`src/rtl/modn_seg7_display.sv`:
```
// Binary-to-BCD converter (sequential double-dabble) feeding a time-multiplexed,
// common-anode 7-segment display with its own refresh divider, leading-zero
// blanking and an overflow indication (all digits show a dash).
module modn_seg7_display #(
  parameter int WIDTH       = 4,
  parameter int DIGITS      = 2,
  parameter int REFRESH_DIV = 50000
) (
  input  logic              clk,
  input  logic              rstn,
  input  logic [WIDTH-1:0]  in_val,
  input  logic              in_valid,
  output logic              in_ready,
  output logic              busy,
  output logic [6:0]        seg,
  output logic              dp,
  output logic [DIGITS-1:0] an
);

  localparam int BCDN = (WIDTH + 2) / 3;
  localparam int SRW  = 4 * BCDN + WIDTH;
  localparam int NX   = (BCDN > DIGITS) ? BCDN : DIGITS;
  localparam int XW   = 4 * NX;
  localparam int CW   = $clog2(WIDTH + 1);
  localparam int RW   = $clog2(REFRESH_DIV);
  localparam int SW   = (DIGITS > 1) ? $clog2(DIGITS) : 1;

  localparam logic [1:0] S_IDLE  = 2'd0;
  localparam logic [1:0] S_SHIFT = 2'd1;
  localparam logic [1:0] S_DONE  = 2'd2;

  localparam logic [6:0]        SEG_ZERO  = 7'b1000000;
  localparam logic [6:0]        SEG_BLANK = 7'b1111111;
  localparam logic [6:0]        SEG_DASH  = 7'b0111111;
  localparam logic [DIGITS-1:0] AN_RST    = ~(DIGITS'(1));

  // One double-dabble iteration: add 3 to every BCD nibble >= 5, then shift left.
  function automatic logic [SRW-1:0] dabble_step(input logic [SRW-1:0] sr);
    logic [SRW-1:0] t;
    t = sr;
    for (int i = 0; i < BCDN; i++) begin
      if (t[WIDTH + 4*i +: 4] >= 4'd5) begin
        t[WIDTH + 4*i +: 4] = t[WIDTH + 4*i +: 4] + 4'd3;
      end
    end
    return {t[SRW-2:0], 1'b0};
  endfunction

  // Active-low gfedcba pattern for one decimal digit.
  function automatic logic [6:0] seg_decode(input logic [3:0] d);
    case (d)
      4'd0:    return 7'b1000000;
      4'd1:    return 7'b1111001;
      4'd2:    return 7'b0100100;
      4'd3:    return 7'b0110000;
      4'd4:    return 7'b0011001;
      4'd5:    return 7'b0010010;
      4'd6:    return 7'b0000010;
      4'd7:    return 7'b1111000;
      4'd8:    return 7'b0000000;
      4'd9:    return 7'b0010000;
      default: return SEG_DASH;
    endcase
  endfunction

  logic [1:0]          state_q, state_d;
  logic [SRW-1:0]      sr_q, sr_d;
  logic [CW-1:0]       cnt_q, cnt_d;
  logic [4*DIGITS-1:0] disp_q, disp_d;
  logic                ovf_q, ovf_d;
  logic [RW-1:0]       refresh_q, refresh_d;
  logic [SW-1:0]       scan_q, scan_d;
  logic [DIGITS-1:0]   an_q, an_d;
  logic [6:0]          seg_q, seg_d;

  logic [XW-1:0]       bcd_x;
  logic                ovf_new;

  // BCD result zero-extended so any DIGITS/BCDN combination can be sliced safely.
  assign bcd_x   = XW'(sr_q[SRW-1:WIDTH]);
  assign ovf_new = |(bcd_x >> (4 * DIGITS));

  // Converter FSM: accept in IDLE, WIDTH dabble steps, then commit the result in DONE.
  always_comb begin
    state_d = state_q;
    sr_d    = sr_q;
    cnt_d   = cnt_q;
    disp_d  = disp_q;
    ovf_d   = ovf_q;
    case (state_q)
      S_IDLE: begin
        if (in_valid) begin
          sr_d    = {{(4*BCDN){1'b0}}, in_val};
          cnt_d   = '0;
          state_d = S_SHIFT;
        end
      end
      S_SHIFT: begin
        sr_d  = dabble_step(sr_q);
        cnt_d = cnt_q + 1'b1;
        if (cnt_q == CW'(WIDTH - 1)) begin
          state_d = S_DONE;
        end
      end
      S_DONE: begin
        disp_d  = bcd_x[4*DIGITS-1:0];
        ovf_d   = ovf_new;
        state_d = S_IDLE;
      end
      default: state_d = S_IDLE;
    endcase
  end

  // Free-running refresh divider; advances the scanned digit on terminal count.
  always_comb begin
    refresh_d = refresh_q + 1'b1;
    scan_d    = scan_q;
    if (refresh_q == RW'(REFRESH_DIV - 1)) begin
      refresh_d = '0;
      scan_d    = (scan_q == SW'(DIGITS - 1)) ? '0 : scan_q + 1'b1;
    end
  end

  // Segment/anode pattern for the currently scanned digit, with blanking and overflow.
  always_comb begin
    logic [DIGITS-1:0] blank_v;
    logic              higher_nz;
    logic [3:0]        nib;
    logic              blk;
    higher_nz = 1'b0;
    blank_v   = '0;
    nib       = '0;
    blk       = 1'b0;
    an_d      = '1;
    for (int i = DIGITS - 1; i >= 0; i--) begin
      higher_nz  = higher_nz | (disp_q[4*i +: 4] != 4'd0);
      blank_v[i] = (i != 0) && !higher_nz;
    end
    for (int i = 0; i < DIGITS; i++) begin
      an_d[i] = (scan_q != SW'(i));
      if (scan_q == SW'(i)) begin
        nib = disp_q[4*i +: 4];
        blk = blank_v[i];
      end
    end
    if (ovf_q) begin
      seg_d = SEG_DASH;
    end else if (blk) begin
      seg_d = SEG_BLANK;
    end else begin
      seg_d = seg_decode(nib);
    end
  end

  // State and output registers; reset aborts any conversion in flight.
  always_ff @(posedge clk or negedge rstn) begin
    if (!rstn) begin
      state_q   <= S_IDLE;
      sr_q      <= '0;
      cnt_q     <= '0;
      disp_q    <= '0;
      ovf_q     <= 1'b0;
      refresh_q <= '0;
      scan_q    <= '0;
      an_q      <= AN_RST;
      seg_q     <= SEG_ZERO;
    end else begin
      state_q   <= state_d;
      sr_q      <= sr_d;
      cnt_q     <= cnt_d;
      disp_q    <= disp_d;
      ovf_q     <= ovf_d;
      refresh_q <= refresh_d;
      scan_q    <= scan_d;
      an_q      <= an_d;
      seg_q     <= seg_d;
    end
  end

  assign in_ready = (state_q == S_IDLE);
  assign busy     = (state_q != S_IDLE);
  assign seg      = seg_q;
  assign an       = an_q;
  assign dp       = 1'b1;

endmodule

```
`config.mk`:
```
export PLATFORM = sky130hd
export DESIGN_NAME = modn_seg7_display
export DESIGN_NICKNAME = d
export VERILOG_FILES = /design/src/rtl/modn_seg7_display.sv
export SDC_FILE = /design/constraint.sdc
export NUM_CORES = 1
export LEC_CHECK = 0
export ABC_AREA = 1
export BUFFER_PORTS_ARGS = -buffer_cell sky130_fd_sc_hd__buf_4
export CAP_MARGIN = 20
export CORE_AREA = 2 2 56 98
export DETAILED_ROUTE_END_ITERATION = 12
export DIE_AREA = 0 0 58 100
export PLACE_DENSITY = 0.81
export REMOVE_ABC_BUFFERS = 1
export SLEW_MARGIN = 20
export SYNTH_ARGS = -nofsm -noshare
export SYNTH_HDL_FRONTEND = slang
export SYNTH_SLANG_ARGS = --single-unit
```
`constraint.sdc`:
```
create_clock -name clk -period 2.1 [get_ports clk]
set_clock_uncertainty 0.1 [all_clocks]
set_input_delay 0.21 -clock clk [delete_from_list [all_inputs] [get_ports clk]]
set_output_delay 0.21 -clock clk [all_outputs]
set_load 0.05 [all_outputs]
```
* Word-level counts from Yosys, hierarchy flattened
Memories as Yosys holds them, arrays and structs flattened. Index checks and enable logic that the tools add are counted.
Word-level totals: bits in registers 51, memory bits (read-only) 112, input bits 7, output and inout port bits 12, word-level logic and storage cells 44, memories 1
Cells by class: $add $sub $neg 5, $lt $le $gt $ge 2, equal/unequal tests 6, muxes and demuxes 14, bitwise logic cells 1, reductions and logical operators 7
Memories:
- (no name shown) | depth 16, width 7, rd ports 1, clocked after Yosys merged registers in 0, wr ports 0, line 51 | case (d)
Operator list (number):
- $pmux W12 S2 | 1
- $add A16 B1 Y16 const B | 1
- $eq A16 B16 Y1 const B | 1
- $mux W16 | 1
- $mux W12 | 1
- $ge A4 B3 Y1 const B | 2
- $mux W4 | 2
- $mux W7 | 1
- $mux W3 | 2
- $pmux W3 S2 | 1
- $add A4 B2 Y4 const B | 1
- $mux W2 | 2
- $ne A2 B2 Y1 const B | 2
- $pmux W2 S2 | 1
- $reduce_and A2 Y1 | 2
- $reduce_bool A2 Y1 | 2
- $reduce_bool A4 Y1 | 1
- $add A3 B1 Y3 const B | 1
- $add A3 B2 Y3 const B | 1
- $eq A3 B2 Y1 const B | 1
- $eq A2 B1 Y1 const B | 1
- $eq A2 B2 Y1 const B | 1
- $logic_not A2 Y1 | 1
- $mux W1 | 2
- other kinds (3) | 3

* Logic depth before layout (Yosys ltp)
depth in word-level cells 4, gate-level depth with buffers 9, gate-level depth less buffers 9

* Worst setup path before layout
Ideal clock, no wire load.
kind reg-to-reg, start point reg state_q[1], end point reg cnt_q[1], setup time 0.121 ns, arrival 1.400 ns, required time 1.879 ns, path slack 0.479 ns, stages on the path, launching flop included 6, buffers on the path 0, period minus slack after synthesis 1.621 ns, cell sequence dfrtp_1 -> nor2_2 -> nand2_1 -> nand2_2 -> inv_1 -> a22o_1
On the way: word-level cells in the longest chain between the ends 3, elaborated cells on any way between the ends 6, classes of those cells 2 x eq/ne; 1 x mux; 3 x reduce/logical
Ends and longest elaborated chain:
- from (decl) | line 66 | logic [1:0] state_q, state_d;
- from (signal assigned) | line 168 | state_q <= state_d;
- $logic_not A2 Y1 *
- net in_ready | line 13 | output logic in_ready,
- $ne A2 B2 Y1 (no line) or $reduce_bool A2 Y1 (tied branches)
- $reduce_and A2 Y1 (no line)
- to (signal assigned) | line 170 | cnt_q <= cnt_d;
- to (decl) | line 68 | logic [CW-1:0] cnt_q, cnt_d;
The timed path passes the listed nets; every way through them passes the cells marked *. A chain may end at the register's enable or synchronous reset.

* Worst setup path in the final report
start point reg scan_q, end point reg seg_q[0] (netlist: seg[0])
On the way: word-level cells in the longest chain between the ends 3, elaborated cells on any way between the ends 4, classes of those cells 3 x mux; 1 x memory
Ends and longest elaborated chain:
- from (decl) | line 72 | logic [SW-1:0] scan_q, scan_d;
- from (signal assigned) | line 174 | scan_q <= scan_d;
- $mux W4 | line 141 | if (scan_q == SW'(i)) begin
- $mem_v2 Z16 W7
- $mux W7 * | line 148 | end else if (blk) begin
- net seg_d[0] | line 74 | logic [6:0] seg_q, seg_d;
- to (signal assigned) | line 176 | seg_q <= seg_d;
- to (decl) | line 74
Marks and branches as above.

==> out/qor.txt <==
reg-to-reg endpoint - seg[0]
worst slew pin tran - 643 ps
commonest non-fill, non-tap cell in the layout - nand2_1
Final setup viols - 0
Final #Nets - 352
PD cells - 1280 nW/um^2
Worst VDD drop - 887 uV
H-tree Lvls - 2
Mapped Cells - 312
Avg Cell Area, Syn - 8.53 um^2
Cell Area, Synth - 2660 um^2
CP Class - reg2reg
CP Cell Sequence - inv_4 > o21ai_2 > inv_1 > ha_1 > or2_0 > nand2_1 > nand3_1
Wirelength per Cell - 11.8 um
clock buffer depth - 2
clock network latency to the later pin of the worst-skew pair - 310 ps
P_leak - 1.42 nW
vias in the first global route - 1879
Worst Path Arrival - 1850 ps
status - finished, final reports clean
Total Power - 3.73 mW
clock root cell - clkbuf_8
Die Wd - 58 um
Worst-path clk slew - 90 ps
Tcrit/Tclk final - 83.5%
Buf/Inv on CP - 2
hold path startpoint - in_val[0]
Hold Path Sink - sr_q[0]
Diodes inserted - 0
top cell type's share of synthesized area - 46.1%
CTS tree - yes
cts bufs inserted - 5
most frequent cells in the layout - nand2_1, dfrtp_1, inv_1, nor2_1, nand3_1
max-slew violation count - 0
Synth Register Bits - 51
router iterations before antenna repair - 4
die height - 100 um
fraction of final layout cells sized beyond drive strength 1 - 19.2%
Data required, critical path - 2200 ps
hold depth - 3
met1 track utilization from global routing - 18.7%
setup slack, reg-to-reg - 350 ps
worst reg2reg path startpoint - scan_q
grt ovf - 0
clk sinks - 51
top cells by area, synth - dfrtp_1, nand2_1, ha_1, inv_1, nor2_1
Final min period - 1750 ps
area delta synth->final - 9.50%
Non-Filler Instances - 388
core area - 5080 um^2
Total GRT Usage - 17.8%
slowest cell delay on critical path - 510 ps
Routed WL - 4560 um
Post-DRT Antenna Nets - 0
Die ar. - 5800 um^2
Worst slew margin - 57.2%
Via Count - 1965
RD Place Congestion - 0.892
Netlist cell types - 30
Initial Util - 52.4%
Max-Cap Viols - 0
critical path startpoint category - flop
first-pass GRT wire length - 7980 um
placed cell count - 379
vias per cell - 5.06
DP HPWL - 3420 um
crit-path leading delay family - flip-flops
Max Fclk - 0.571 GHz
sequential area share after synthesis - 48.0%
crit-path max FO - 7
final hold violations - 0
post-CTS resize count - 0
Port Buffers - 17
R2R depth - 7
met2 Use GR - 32.8%
num ports - 19
Synthesis Warnings - 0
setup bufs post-CTS - 0
setup TNS - 0 ps
largest net degree at the start of global routing - 52
DRC viols - 0
Setup crit end kind - flop
Rows - 35
initial antenna violation count - 0
RSZ-0062 raised after global routing - false
GR peak layer - met2
Worst Hold Class - in2reg
hold slack - 60.8 ps
grt met3 use - 3.61%
area leader, netlist - dfrtp_1
critical path's slowest cell - dfrtp_1
Iter 0 DRT Violations - 30
-- worst max-delay path by stage --
stage	from	end	slack [ps]	depth (start not counted)
final	scan_q	seg[0]	350	7
after global routing	scan_q	seg[0]	200	7
after CTS	scan_q	seg[0]	360	7
after detailed placement	scan_q	seg[0]	370	7
after global placement	scan_q	seg[5]	460	7
after floorplan	state_q[1]	cnt_q[1]	360	5
-- worst min-delay path, delay by kind of cell --
kind | cells | cell delay [ps]
and+or+nand+nor | 1 | 60
AOI/OAI and AO/OA | 1 | 80
buffers and inverters | 1 | 80
-- synthesized netlist by cell type --
master and number:
nor2_4 3, dfstp_2 2, inv_2 5, nor2_2 7, o21ai_1 11, dfrtp_1 49, nor2_1 36, nand4_1 1
xor2_1 9, o21ai_4 1, inv_1 36, conb_1 1, o21ai_0 6, nand2_1 68, inv_4 1, o22ai_1 4
a22o_1 1, nand2_2 10, nand3_1 22, o21a_1 2, buf_6 1, buf_2 1, nor3_1 2, o21bai_2 1
ha_1 13, buf_4 3, o21ai_2 10, or2_1 1, or2_0 1, a21oi_1 4
-- metal layers --
| layer | part of all wire (%) | up-vias | wire, um |
|---|---|---|---|
| met1 | 39 | 923 | 1770 |
| met5 | 0 | - | 0 |
| met4 | 2.3 | 0 | 105 |
| met2 | 56 | 20 | 2570 |
| li1 | - | 1014 | - |
| met3 | 2.6 | 8 | 118 |
-- repair_timing --
action / 4_1_cts / 5_1_grt
hold buffers: 1 / 0
setup endpoints to repair: 0 / 0
endpoints found under the hold margin: 49 / 0
-- per-stage QoR --
| step | util (%) | setup WS [ps] | area [um^2] |
|---|---|---|---|
| 4_1_cts | 57.4 | 361 | 2910 |
| 3_3_place_gp | 55.5 | 463 | 2820 |
| 3_5_place_dp | 55.5 | 373 | 2820 |
| 5_1_grt | 57.4 | 204 | 2910 |
| 6_report | 57.4 | 347 | 2910 |
| 2_1_floorplan | - | 361 | 2620 |
-- flip-flops by register name, indices dropped and copies added (netlist names) --
signal     flops
state_q        2
sr_q          12
disp_q         8
an             2
cnt_q          3
scan_q         1
seg            7
refresh_q     16
-- power breakdown --
part	total, mW	internal [mW]	switching, mW
sequential	1.45	1.28	0.171
combinational	1.72	0.581	1.14
clock	0.562	0.234	0.329
total	3.73	2.09	1.64
-- layout make-up --
type	count	area [um^2]
Timing Repair Buffer	18	138
Sequential cell	51	1280
Tap cell	55	68.8
Clock buffer	6	72.6
Fill cell	457	2170
Clock inverter	2	12.5
Multi-Input combinational cell	214	1180
Inverter	42	160
-- cells by family (layout without fill, tap and decap cells) --
family / count (synthesis) / after routing / synth area share (%)
adders and majority gates: 13 / 13 / 6.11
DFF: 51 / 51 / 48.0
and+or+nand+nor: 151 / 151 / 25.2
buffers and inverters: 47 / 68 / 7.48
AOI/OAI and AO/OA: 40 / 40 / 10.1
other: 1 / 1 / 0.141
xor gates and xnor gates: 9 / 9 / 2.96
No activity file was read; power rests on OpenSTA's default activity.
